### src/rtl/core_io_peripheral.sv
// core_io_peripheral
// Peripheral-side endpoint of a core's peripheral port.
//   Receive path: every to_peripheral_valid strobe pushes {tag, data} into a
//   small FIFO that the host drains with host_rd_en. There is no backpressure
//   toward the core. A push into a full FIFO is dropped unless a pop happens in
//   the same cycle. Drops set a sticky overflow flag and bump a saturating
//   counter.
//   Transmit path: the host hands over {tag, data} through a valid/ready
//   handshake. The block replays it to the core as a one-cycle
//   from_peripheral_valid pulse, then enforces an idle gap.
// Ports:
//   clock, reset            : single clock, synchronous active-high reset
//   to_peripheral*          : result channel from the core (tag, data, strobe)
//   from_peripheral*        : command channel to the core (tag, data, strobe)
//   host_rd_en/_data/_valid : FIFO pop request and registered pop result
//   host_count              : FIFO occupancy
//   host_cmd_*              : host command handshake (ready is state-decoded)
//   overflow, drop_count    : sticky drop flag and saturating drop counter
//   clear_overflow          : clears overflow and drop_count
module core_io_peripheral #(
  parameter int          CORE            = 0,
  parameter int unsigned DATA_WIDTH      = 32,
  parameter int unsigned FIFO_DEPTH_BITS = 3,
  parameter int unsigned GAP_CYCLES      = 2
) (
  input  logic                       clock,
  input  logic                       reset,
  input  logic [1:0]                 to_peripheral,
  input  logic [DATA_WIDTH-1:0]      to_peripheral_data,
  input  logic                       to_peripheral_valid,
  output logic [1:0]                 from_peripheral,
  output logic [DATA_WIDTH-1:0]      from_peripheral_data,
  output logic                       from_peripheral_valid,
  input  logic                       host_rd_en,
  output logic [DATA_WIDTH+1:0]      host_rd_data,
  output logic                       host_rd_valid,
  output logic [FIFO_DEPTH_BITS:0]   host_count,
  input  logic                       host_cmd_valid,
  output logic                       host_cmd_ready,
  input  logic [1:0]                 host_cmd_tag,
  input  logic [DATA_WIDTH-1:0]      host_cmd_data,
  output logic                       overflow,
  output logic [15:0]                drop_count,
  input  logic                       clear_overflow
);

  localparam int unsigned DEPTH   = 1 << FIFO_DEPTH_BITS;
  localparam int unsigned ENTRY_W = DATA_WIDTH + 2;
  localparam int unsigned CNT_W   = FIFO_DEPTH_BITS + 1;
  localparam int unsigned PTR_W   = FIFO_DEPTH_BITS;
  // Wide enough to hold GAP_CYCLES-1.
  localparam int unsigned GAP_W   = (GAP_CYCLES > 1) ? $clog2(GAP_CYCLES) : 1;

  // ---------------------------------------------------------------------------
  // Receive path: core -> FIFO -> host
  // ---------------------------------------------------------------------------
  logic [ENTRY_W-1:0] r_mem [DEPTH];
  logic [PTR_W-1:0]   r_wr_ptr;
  logic [PTR_W-1:0]   r_rd_ptr;
  logic [CNT_W-1:0]   r_count;
  logic [ENTRY_W-1:0] r_rd_data;
  logic               r_rd_valid;
  logic               r_overflow;
  logic [15:0]        r_drop_count;

  logic w_empty;
  logic w_full;
  logic w_pop;
  logic w_push;
  logic w_drop;

  // A pop frees a slot in the same cycle, so a full FIFO can still accept.
  always_comb begin
    w_empty = (r_count == '0);
    w_full  = (r_count == CNT_W'(DEPTH));
    w_pop   = host_rd_en && !w_empty;
    w_push  = to_peripheral_valid && (!w_full || w_pop);
    w_drop  = to_peripheral_valid && w_full && !w_pop;
  end

  // Storage array; contents need no reset because occupancy gates every read.
  always_ff @(posedge clock) begin
    if (w_push) begin
      r_mem[r_wr_ptr] <= {to_peripheral, to_peripheral_data};
    end
  end

  // Pointers, occupancy and pop result.
  always_ff @(posedge clock) begin
    if (reset) begin
      r_wr_ptr   <= '0;
      r_rd_ptr   <= '0;
      r_count    <= '0;
      r_rd_data  <= '0;
      r_rd_valid <= 1'b0;
    end else begin
      r_rd_valid <= w_pop;
      if (w_push) begin
        r_wr_ptr <= r_wr_ptr + PTR_W'(1);
      end
      if (w_pop) begin
        r_rd_ptr  <= r_rd_ptr + PTR_W'(1);
        r_rd_data <= r_mem[r_rd_ptr];
      end
      case ({w_push, w_pop})
        2'b10:   r_count <= r_count + CNT_W'(1);
        2'b01:   r_count <= r_count - CNT_W'(1);
        default: r_count <= r_count;
      endcase
    end
  end

  // Drop tracking; a clear wins over a drop in the same cycle.
  always_ff @(posedge clock) begin
    if (reset) begin
      r_overflow   <= 1'b0;
      r_drop_count <= '0;
    end else if (clear_overflow) begin
      r_overflow   <= 1'b0;
      r_drop_count <= '0;
    end else if (w_drop) begin
      r_overflow <= 1'b1;
      if (r_drop_count != 16'hFFFF) begin
        r_drop_count <= r_drop_count + 16'd1;
      end
    end
  end

`ifndef SYNTHESIS
  // Simulation trace of every accepted capture.
  always_ff @(posedge clock) begin
    if (!reset && w_push) begin
      $display("core%0d peripheral capture: tag=%0d data=0x%h",
               CORE, to_peripheral, to_peripheral_data);
    end
  end
`endif

  assign host_rd_data  = r_rd_data;
  assign host_rd_valid = r_rd_valid;
  assign host_count    = r_count;
  assign overflow      = r_overflow;
  assign drop_count    = r_drop_count;

  // ---------------------------------------------------------------------------
  // Transmit path: host -> core, FSM IDLE -> SEND -> GAP -> IDLE
  // ---------------------------------------------------------------------------
  typedef enum logic [1:0] {
    ST_IDLE = 2'd0,
    ST_SEND = 2'd1,
    ST_GAP  = 2'd2
  } tx_state_e;

  tx_state_e            r_state;
  tx_state_e            w_state_next;
  logic [GAP_W-1:0]     r_gap_cnt;
  logic                 r_fp_valid;
  logic [1:0]           r_fp_tag;
  logic [DATA_WIDTH-1:0] r_fp_data;

  logic w_cmd_ready;
  logic w_accept;
  logic w_gap_load;

  // State register.
  always_ff @(posedge clock) begin
    if (reset) begin
      r_state <= ST_IDLE;
    end else begin
      r_state <= w_state_next;
    end
  end

  // Next-state logic.
  always_comb begin
    w_state_next = r_state;
    case (r_state)
      ST_IDLE: if (host_cmd_valid) w_state_next = ST_SEND;
      ST_SEND: w_state_next = ST_GAP;
      ST_GAP:  if (r_gap_cnt == '0) w_state_next = ST_IDLE;
      default: w_state_next = ST_IDLE;
    endcase
  end

  // State-decoded controls.
  always_comb begin
    w_cmd_ready = 1'b0;
    w_gap_load  = 1'b0;
    case (r_state)
      ST_IDLE: w_cmd_ready = 1'b1;
      ST_SEND: w_gap_load  = 1'b1;
      default: ;
    endcase
    w_accept = w_cmd_ready && host_cmd_valid;
  end

  // Output registers double as the command latch; the strobe lines up with SEND.
  always_ff @(posedge clock) begin
    if (reset) begin
      r_fp_valid <= 1'b0;
      r_fp_tag   <= '0;
      r_fp_data  <= '0;
      r_gap_cnt  <= '0;
    end else begin
      r_fp_valid <= w_accept;
      if (w_accept) begin
        r_fp_tag  <= host_cmd_tag;
        r_fp_data <= host_cmd_data;
      end
      if (w_gap_load) begin
        r_gap_cnt <= GAP_W'(GAP_CYCLES - 1);
      end else if (r_state == ST_GAP && r_gap_cnt != '0) begin
        r_gap_cnt <= r_gap_cnt - GAP_W'(1);
      end
    end
  end

  assign host_cmd_ready        = w_cmd_ready;
  assign from_peripheral_valid = r_fp_valid;
  assign from_peripheral       = r_fp_tag;
  assign from_peripheral_data  = r_fp_data;

endmodule

### config.mk
export PLATFORM = sky130hd
export DESIGN_NAME = core_io_peripheral
export DESIGN_NICKNAME = d
export VERILOG_FILES = /design/src/rtl/core_io_peripheral.sv
export SDC_FILE = /design/constraint.sdc
export NUM_CORES = 1
export LEC_CHECK = 0
export CAP_MARGIN = 5
export CORE_ASPECT_RATIO = 0.8
export CORE_UTILIZATION = 50
export DETAILED_ROUTE_END_ITERATION = 7
export PLACE_DENSITY = 0.69
export SLEW_MARGIN = 5
export SYNTH_ARGS = -nofsm -noshare
export SYNTH_HDL_FRONTEND = slang
export SYNTH_SLANG_ARGS = --single-unit
### constraint.sdc
create_clock -name clock -period 4.5 [get_ports clock]
set_input_delay 0.675 -clock clock [delete_from_list [all_inputs] [get_ports clock]]
set_output_delay 0.675 -clock clock [all_outputs]
set_load 0.02 [all_outputs]
## Word level (Yosys, flattened, before mapping)

Memory sizes are Yosys's and may differ from the RTL's. A register that Yosys moved wholly into a read port is not among the register bits.
Cells that the tools add are included.

| storage, ports and cells | value |
|---|---|
| register bits | 66 |
| memory bits (writable) | 272 |
| bits of input ports | 74 |
| output and inout bits | 92 |
| word-level logic and storage cells | 53 |
| memories | 1 |

Memories:

| name | depth | width | read ports | clocked after Yosys merged registers in | wr ports | RTL line | RTL |
|---|---|---|---|---|---|---|---|
| r_mem | 8 | 34 | 1 | 1 | 1 | 57 | `logic [ENTRY_W-1:0] r_mem [DEPTH];` |

| cells by class | value |
|---|---|
| add/sub/neg operators | 6 |
| equality and inequality tests | 8 |
| mux-type cells | 10 |
| reduce and logical (&&, ||, !) cells | 17 |

Operator list:

| cell | number |
|---|---|
| adder 16 x 1 -> 16 bit (second input constant) | 1 |
| != test 16 bit (second input constant) | 1 |
| one-hot mux 4 bit (2 select lines) | 1 |
| adder 3 x 1 -> 3 bit (second input constant) | 2 |
| logical AND 1 bit | 6 |
| two-way mux 1 bit | 6 |
| one-hot mux 2 bit (3 select lines) | 1 |
| adder 4 x 1 -> 4 bit (second input constant) | 1 |
| == test 2 x 1 -> 1 bit (second input constant) | 2 |
| == test 2 bit (second input constant) | 2 |
| == test 4 bit (second input constant) | 1 |
| logical NOT 4 bit | 1 |
| two-way mux 2 bit | 2 |
| != test 2 bit (second input constant) | 2 |
| AND reduction 2 bit | 2 |
| nonzero test 2 bit | 2 |
| subtractor 4 x 1 -> 4 bit (second input constant) | 1 |
| logical NOT 1 bit | 3 |
| logical NOT 2 bit | 1 |
| OR reduction 2 bit | 1 |
| logical OR 1 bit | 1 |
| subtractor 1 bit (second input constant) | 1 |

## Depth between registers and ports, before layout

Gate-level depths: netlist of run 1.

| depth | value |
|---|---|
| word-level depth | 7 |
| mapped depth | 10 |
| depth with buffers taken out | 9 |

## Worst setup path before layout of run 1

No wires, ideal clock.

| path | value |
|---|---|
| kind | input -> register |
| from | input to_peripheral_valid |
| to | memory r_mem[0][0] (netlist name) (enable) |
| library setup time | 468 ps |
| arrival | 3678 ps |
| required time | 4032 ps |
| slack | 354 ps |
| cell stages on the path | 4 |
| buffers on the path | 1 |
| cell sequence | clkbuf_1 -> o21a_1 -> nand2b_1 -> nor3_1 |

| between the ends | value |
|---|---|
| word-level cells in the longest chain between the ends | 3 |

Ends and longest elaborated chain:

| element | RTL line | RTL |
|---|---|---|
| start: declaration | 30 | `input logic to_peripheral_valid,` |
| logical AND 1 bit | 77 | `w_push = to_peripheral_valid && (!w_full \|\| w_pop);` |
| two-way mux 1 bit | 83 | `if (w_push) begin` |
| two-way mux 1 bit (implied by the code) | 84 | `r_mem[r_wr_ptr] <= {to_peripheral, to_peripheral_data};` |
| end: declaration | 57 |  |

Every way passes these cells.

## Worst setup path after layout of run 1

| path | value |
|---|---|
| from | input to_peripheral_valid |
| to | memory r_mem[4][17] (netlist name) (enable) |

The elaborated chain is that of the path after synthesis.

==> key figures, run 1 <==
Floorplan
  • I/O pin count: roughly 170
  • Core area: 0.0274 mm^2
  • Die area: 0.0286 mm^2
  • Starting Density: roughly half
  • Chip Height: 152 um
  • Die width: 189 um
  • Core Rows: between 50 and 60

Timing
  • Fmax: about 380 MHz
  • Post-route clock skew: a little under 0.008 ns
  • RSZ-0062 raised after global routing: no
  • Post-layout min period: 2.64 ns
  • Setup ws final: 1.86 ns
  • Final worst-path cycle share: roughly 59%
  • Final Hold Viols: 0
  • Worst-margin pin slew: 1.15 ns
  • Max Slew Vio Count: 0
  • Slew HR: 23.2%
  • Setup TNS: 0 ns
  • Final setup fails: 0

Power and ir drop
  • Leak: 5.48 nW
  • Power Density: 517 mW/mm^2
  • Worst vdd ir: 0.000315 V
  • Pwr Total: 8.94 mW

Synthesis
  • Register bit total from synthesis: 372
  • Leading area contributor after synthesis: edfxtp_1
  • Syn_nets: approximately 920
  • Asr flop ratio synth: 0%
  • Synthesized instance count: 845
  • Cell area after synthesis: 0.0140 mm^2
  • Ys Warns: 0
  • Top cell type's share of synthesized area: 58.5%
  • Synth area leaders: edfxtp_1, dfxtp_1, mux4_2
  • Dominant synthesized flop cell: edfxtp_1
  • Yosys cell types: 42
  • EDFF count, synth: about 270
  • Mean Syn Cell Area: 16.5 um^2
  • Synth top cells by count: edfxtp_1, dfxtp_1, nand2_1, nor2_1, mux4_2
  • Seq/Total Area, Yosys: 72.8%
  • Top-count cell post-synth: edfxtp_1

Placement
  • Hpwl dp: 16.3 mm
  • Dpl ws: about 1.3 ns
  • Gpl congestion: 0.793
  • Placed Instances: 1,338
  • Port Buffers: between 150 and 200

Setup path
  • Critical Path RT: 4.67 ns
  • Crit-path max cell delay: 0.73 ns
  • Worst EP arrival: 2.81 ns
  • Setup Crit Path Kind: in -> reg
  • Crit-path cells: clkdlybuf4s50_1 > o21a_1 > nand2b_1 > nor2_4 > buf_4
  • Worst setup SP type: primary input
  • CP Max Fanout: 25
  • Reg2Reg Depth: 4
  • Crit. End Element: register
  • Slowest cell on crit path: clkdlybuf4s50_1

Clocking
  • H-tree depth: 2
  • Hold_buf cts: 0
  • Root Buffer: clkbuf_16
  • Post-CTS sizing: 0
  • Number of CTS-inserted buffers: 37
  • TritonCTS clock tree: done
  • CTS clock-pin slew for the worst setup and hold paths: around 0.060 ns
  • Post-CTS setup buffer count: 0
  • Clock buffer depth: 3
  • Insertion delay to the later sink of the worst-skew pair: 0.52 ns
  • CTS sink count: ~370

Drt
  • DRC violations left: 0
  • Routed Antenna Nets: 0
  • M1 wire length: 12.9 mm
  • Vias per Instance: between 5 and 6
  • DRT iter0 DRCs: 445
  • Routed len/inst: just under 20 um
  • Met3 WL post-DR: about 1.7 mm
  • Final wirelength: 27.5 mm
  • Top layer in use: met4
  • Drt pass-1 iters: 4
  • Met2 wire len: about 13 mm
  • Vias: 7,696

Cells and area
  • Total Nets Final: 1,091
  • Layout cells sized above 1: between 10% and 20%
  • ANT cells: 0
  • Reg area: 0.0102 mm^2
  • Area growth syn-to-layout: 24.0%
  • Area occupied by multi-input gates: 0.00365 mm^2
  • Fillers: 1,996
  • Final cell count without fillers: 1,406

Status
  • Status: complete, no violations

Worst hold path
  • Worst hold path cell count: 2
  • Worst Hold Class: reg -> reg

Global route
  • Largest net degree at the start of global routing: 73
  • First-pass GRT wire length: 42.4 mm
  • GR Overflow Total: 0
  • Antenna violations before repair: 0
  • Vias in the first global route: 7,393
  • Global Route Usage Sum: around a fifth

Job
  • Maximum capacitance violations: 0
-- logic make-up after synthesis --
kind of cell / Yosys count / synth area share (%)
AO/OA/AOI/OAI: 92 / 4.08
flip-flops: 372 / 72.8
adder cells (fa/ha/maj): 4 / 0.358
buffers and inverters: 52 / 1.54
multiplexers: 106 / 13.7
AND/OR/NAND/NOR: 202 / 6.47
XOR/XNOR: 17 / 1.07
-- per-layer routing --
| layer | up-vias | track usage (%) |
|---|---|---|
| met5 | - | 0 |
| met1 | 3800 | 28.4 |
| li1 | 3599 | - |
| met2 | 262 | 30.7 |
| met4 | 0 | 4.92 |
| met3 | 35 | 3.59 |
-- sequential cells by signal, indices dropped and copies added, names as in the netlist --
signal and count:
r_mem 272, host_rd_data 34, from_peripheral_data 32, drop_count 16, host_count 4, r_rd_ptr 3
r_wr_ptr 3, from_peripheral 2, r_state 2, from_peripheral_valid 1, host_rd_valid 1, overflow 1
r_gap_cnt 1
-- power breakdown --
group / total (mW) / switching (mW) / leakage [nW] / internal, mW
clock network: 3.12 / 1.24 / 0.604 / 1.88
registers: 4.14 / 0.241 / 3.29 / 3.90
logic: 1.69 / 0.807 / 1.59 / 0.881
-- area by class of cell --
class                      instances  area share (%)
clock buffer                      52            6.10
clock inverter                    16            1.08
inverter                           1          0.0217
multi-input combinational        421            21.1
sequential                       372            58.8
tap                              364            2.63
timing repair buffer             180            10.3
-- stage by stage --
step / util, % / cell area (um^2) / hold WS [ns]
detailed placement: 58.7 / 16100 / 0.447
global route: 63.3 / 17300 / 0.474
floorplan: - / 14000 / 0.454
global placement: 58.7 / 16100 / 0.441
CTS: 63.3 / 17300 / 0.455
finish: 63.3 / 17300 / 0.452
-- worst paths after layout --
kind / start / end / slack (ns)
max: to_peripheral_valid / r_mem[4][17] / 1.86
min: from_peripheral_data[14] / from_peripheral_data[14] / 0.45
max reg2reg: r_rd_ptr[0] / host_rd_data[4] / 2.08
min reg2reg: from_peripheral_data[14] / from_peripheral_data[14] / 0.45
-- worst max-delay path: cells and delay by family --
family	cells	cell delay (ns)
AOI/OAI and AO/OA	1	0.30
and+or+nand+nor	2	0.64
buffers and inverters	2	1.18
-- layout by cell type (no fill, tap or decap), types with 3 or more instances in the layout --
cell             instances
edfxtp_1               272
clkdlybuf4s50_1        164
dfxtp_1                 97
nand2_1                 83
mux4_2                  68
nor2_1                  64
a21oi_1                 46
clkbuf_16               39
mux2i_1                 38
a211oi_1                35
buf_4                   14
xnor2_1                  9
clkbuf_1                 9
xor2_1                   8
nand3_1                  7
nor2_4                   6
nor3_1                   6
nor4_1                   5
nand2b_1                 4
nand4_1                  4
ha_1                     4
bufinv_16                4
clkinv_1                 4
clkinv_2                 4
o21ai_0                  3
nand3b_1                 3
clkbuf_8                 3
Power figures use the tool's default switching activity.
==> inputs of run 2 (changes only) <==
PLACE_DENSITY = 0.71   (was 0.69)
clock period = 2.2 ns   (was 4.5 ns; I/O delays follow)
==> key figures, run 2 (synthesis gave the netlist of run 1 again) <==
Clocking
  • Number of CTS-inserted buffers: 37 (unchanged)
  • Insertion delay to the later sink of the worst-skew pair: 0.52 ns (about the same)
  • CTS clock-pin slew for the worst setup and hold paths: 0.06 ns (about the same)
  • TritonCTS clock tree: done (unchanged)
  • CTS sink count: 372 (unchanged)
  • Post-CTS setup buffer count: 0 (unchanged)
  • Post-CTS sizing: 0 (unchanged)
  • Hold_buf cts: 0 (unchanged)
  • Root Buffer: clkbuf_16 (unchanged)
  • H-tree depth: 2 (unchanged)
  • Clock buffer depth: 3 (unchanged)

Timing
  • Post-route clock skew: 0.0184 ns (was 0.00772 ns)
  • Final setup fails: 0 (unchanged)
  • Worst-margin pin slew: 0.921 ns (was 1.15 ns)
  • Final Hold Viols: 0 (unchanged)
  • Slew HR: 38.6% (was 23.2%)
  • Final worst-path cycle share: 92.9%
  • Worst hold slack: 0.0355 ns (was 0.452 ns)
  • RSZ-0062 raised after global routing: no (unchanged)
  • Fmax: 489 MHz
  • Post-layout min period: 2.04 ns
  • Max Slew Vio Count: 0 (unchanged)

Power and ir drop
  • Pint: 13.8 mW (was 6.65 mW)
  • Clock Power Share: 34.1% (was 34.9%)
  • Combinational Power Share: 21.3% (was 18.9%)
  • Flop pwr share: 44.6% (was 46.3%)
  • Worst vdd ir: 0.000680 V (was 0.000315 V)
  • Pwr Total: 18.5 mW (was 8.94 mW)
  • Switching share of power: 25.7% (was 25.6%)
  • Leak: 5.71 nW (was 5.48 nW)
  • Psw: 4.76 mW (was 2.29 mW)
  • Power Density: 1040 mW/mm^2 (was 517 mW/mm^2)

Global route
  • First-pass GRT wire length: 44.0 mm (was 42.4 mm)
  • Largest net degree at the start of global routing: 79 (was 73)
  • Vias in the first global route: 7,861 (was 7,393)
  • Antenna violations before repair: 0 (unchanged)
  • Global Route Usage Sum: 20.2% (was 19.5%)
  • GR Overflow Total: 0 (unchanged)

Cells and area
  • ANT cells: 0 (unchanged)
  • Final Cell Area: 0.0178 mm^2 (was 0.0173 mm^2)
  • Final Util: 65.0% (was 63.3%)
  • Area growth syn-to-layout: 27.4% (was 24.0%)
  • Most frequent cells in the layout: edfxtp_1, clkdlybuf4s50_1, dfxtp_1 (unchanged)
  • Reg with most FFs: r_mem (unchanged)
  • Final cell count without fillers: 1,440 (was 1,406)
  • Most common cell after layout, fill and taps aside: edfxtp_1 (unchanged)
  • Total Nets Final: 1,125 (was 1,091)
  • Layout cells sized above 1: 18.4% (was 15.3%)
  • Max reg flops: 272 (unchanged)

Drt
  • Routed Antenna Nets: 0 (unchanged)
  • Top layer in use: met4 (unchanged)
  • Vias: 7,844 (was 7,696)
  • Met3 WL post-DR: 1.94 mm (was 1.68 mm)
  • M1 wire length: 12.6 mm (was 12.9 mm)
  • DRC violations left: 0 (unchanged)
  • Routed len/inst: 19.6 um (about the same)
  • DRT iter0 DRCs: 564 (was 445)
  • Vias per Instance: 5.45 (was 5.47)
  • Met2 wire len: 13.3 mm (was 12.5 mm)
  • Drt pass-1 iters: 5 (was 4)
  • Final wirelength: 28.2 mm (was 27.5 mm)

Floorplan
  • Core Rows: 54 (unchanged)
  • Die width: 189 um (unchanged)
  • Die area: 0.0286 mm^2 (unchanged)
  • I/O pin count: 166 (unchanged)
  • Starting Density: 51.1% (unchanged)
  • Chip Height: 152 um (unchanged)
  • Core area: 0.0274 mm^2 (unchanged)

Setup path
  • Setup Crit Path Kind: reg -> reg (was in -> reg)
  • Critical Path RT: 2.56 ns (was 4.67 ns)
  • Worst EP arrival: 2.41 ns (was 2.81 ns)
  • Crit-path cells: or3_1 > o21ai_1 > nor2_1 > xor2_1 > ha_1 > mux2i_1 > nor2_1 > a21oi_1 > a21oi_1 (was clkdlybuf4s50_1 > o21a_1 > nand2b_1 > nor2_4 > buf_4)
  • Worst setup SP type: register (was primary input)
  • Crit-path max cell delay: 0.47 ns (was 0.73 ns)
  • CP Max Fanout: 5 (was 25)
  • Slowest cell on crit path: or3_1 (was clkdlybuf4s50_1)
  • Crit. End Element: register (unchanged)

Placement
  • Gpl congestion: 0.809 (was 0.793)
  • Hpwl dp: 17.9 mm (was 16.3 mm)
  • Port Buffers: 165 (unchanged)
  • Placed Instances: 1,372 (was 1,338)
  • Area post-placement: 0.0166 mm^2 (was 0.0161 mm^2)

Status
  • Status: complete, no violations (unchanged)

Job
  • Maximum capacitance violations: 0 (unchanged)

Worst hold path
  • Worst Hold Class: in -> reg (was reg -> reg)
## run 2: cell count changes in the layout (fill, tap and decap cells not counted), sizes merged
cell / delta
clkinvlp: -1
clkbuf: -4
bufinv: +1
clkinv: +4
buf: +34
## run 2: layer usage
metal | GRT usage, % | vias to the layer above
met3 | 4.15 | 34
met1 | 28.3 | 3869
met2 | 32.6 | 275
li1 | - | 3666
met4 | 5.00 | 0
met5 | 0 | -
## run 2: metrics by stage
step                      worst slack, ns  setup TNS [ns]
after detailed placement          -0.0996           -3.17
after global placement            -0.0651          -0.667
after global routing               0.0425               0
final                               0.156               0
after CTS                           0.103               0
after floorplan                   -0.0656          -15.91
## run 2: power by group through the flow
stage / logic [mW] / registers (mW) / clock network, mW
after CTS: 4.03 / 8.27 / 6.47
after detailed placement: 4.00 / 8.41 / 0
after global placement: 3.95 / 8.40 / 0
final: 3.95 / 8.26 / 6.31
after floorplan: 2.13 / 8.71 / 0
after global routing: 4.28 / 8.32 / 6.73
## run 2: worst max-delay path: cells and delay by family (launching register included)
family	cells	cell delay, ns
adder cells (fa/ha/maj)	1	0.29
flip-flops	1	0.33
AND/OR/NAND/NOR	3	0.60
AO/OA/AOI/OAI	3	0.39
multiplexers	1	0.13
XOR/XNOR	1	0.15
## run 2: worst paths after layout
kind                           start  depth (start not counted)                       to  slack (ns)
max                    host_count[0]                          9            host_count[1]        0.16
max reg2reg            host_count[0]                          9            host_count[1]        0.16
min                            reset                          2  from_peripheral_data[2]        0.04
min reg2reg  from_peripheral_data[4]                          2  from_peripheral_data[4]        0.45
## run 2: final cells by class
class / instances / area (um^2)
Multi-Input combinational cell: 421 / 3680
Timing Repair Buffer: 214 / 2240
Sequential cell: 372 / 10200
Inverter: 1 / 3.75
Clock inverter: 20 / 248
Fill cell: 1927 / 9570
Tap cell: 364 / 455
Clock buffer: 48 / 978
==> inputs of run 3 (changes only) <==
GPL_ROUTABILITY_DRIVEN = 1   (was not set)
==> results of run 3 <==
No change in the layout: final DEF, timing and power equal those of run 2.
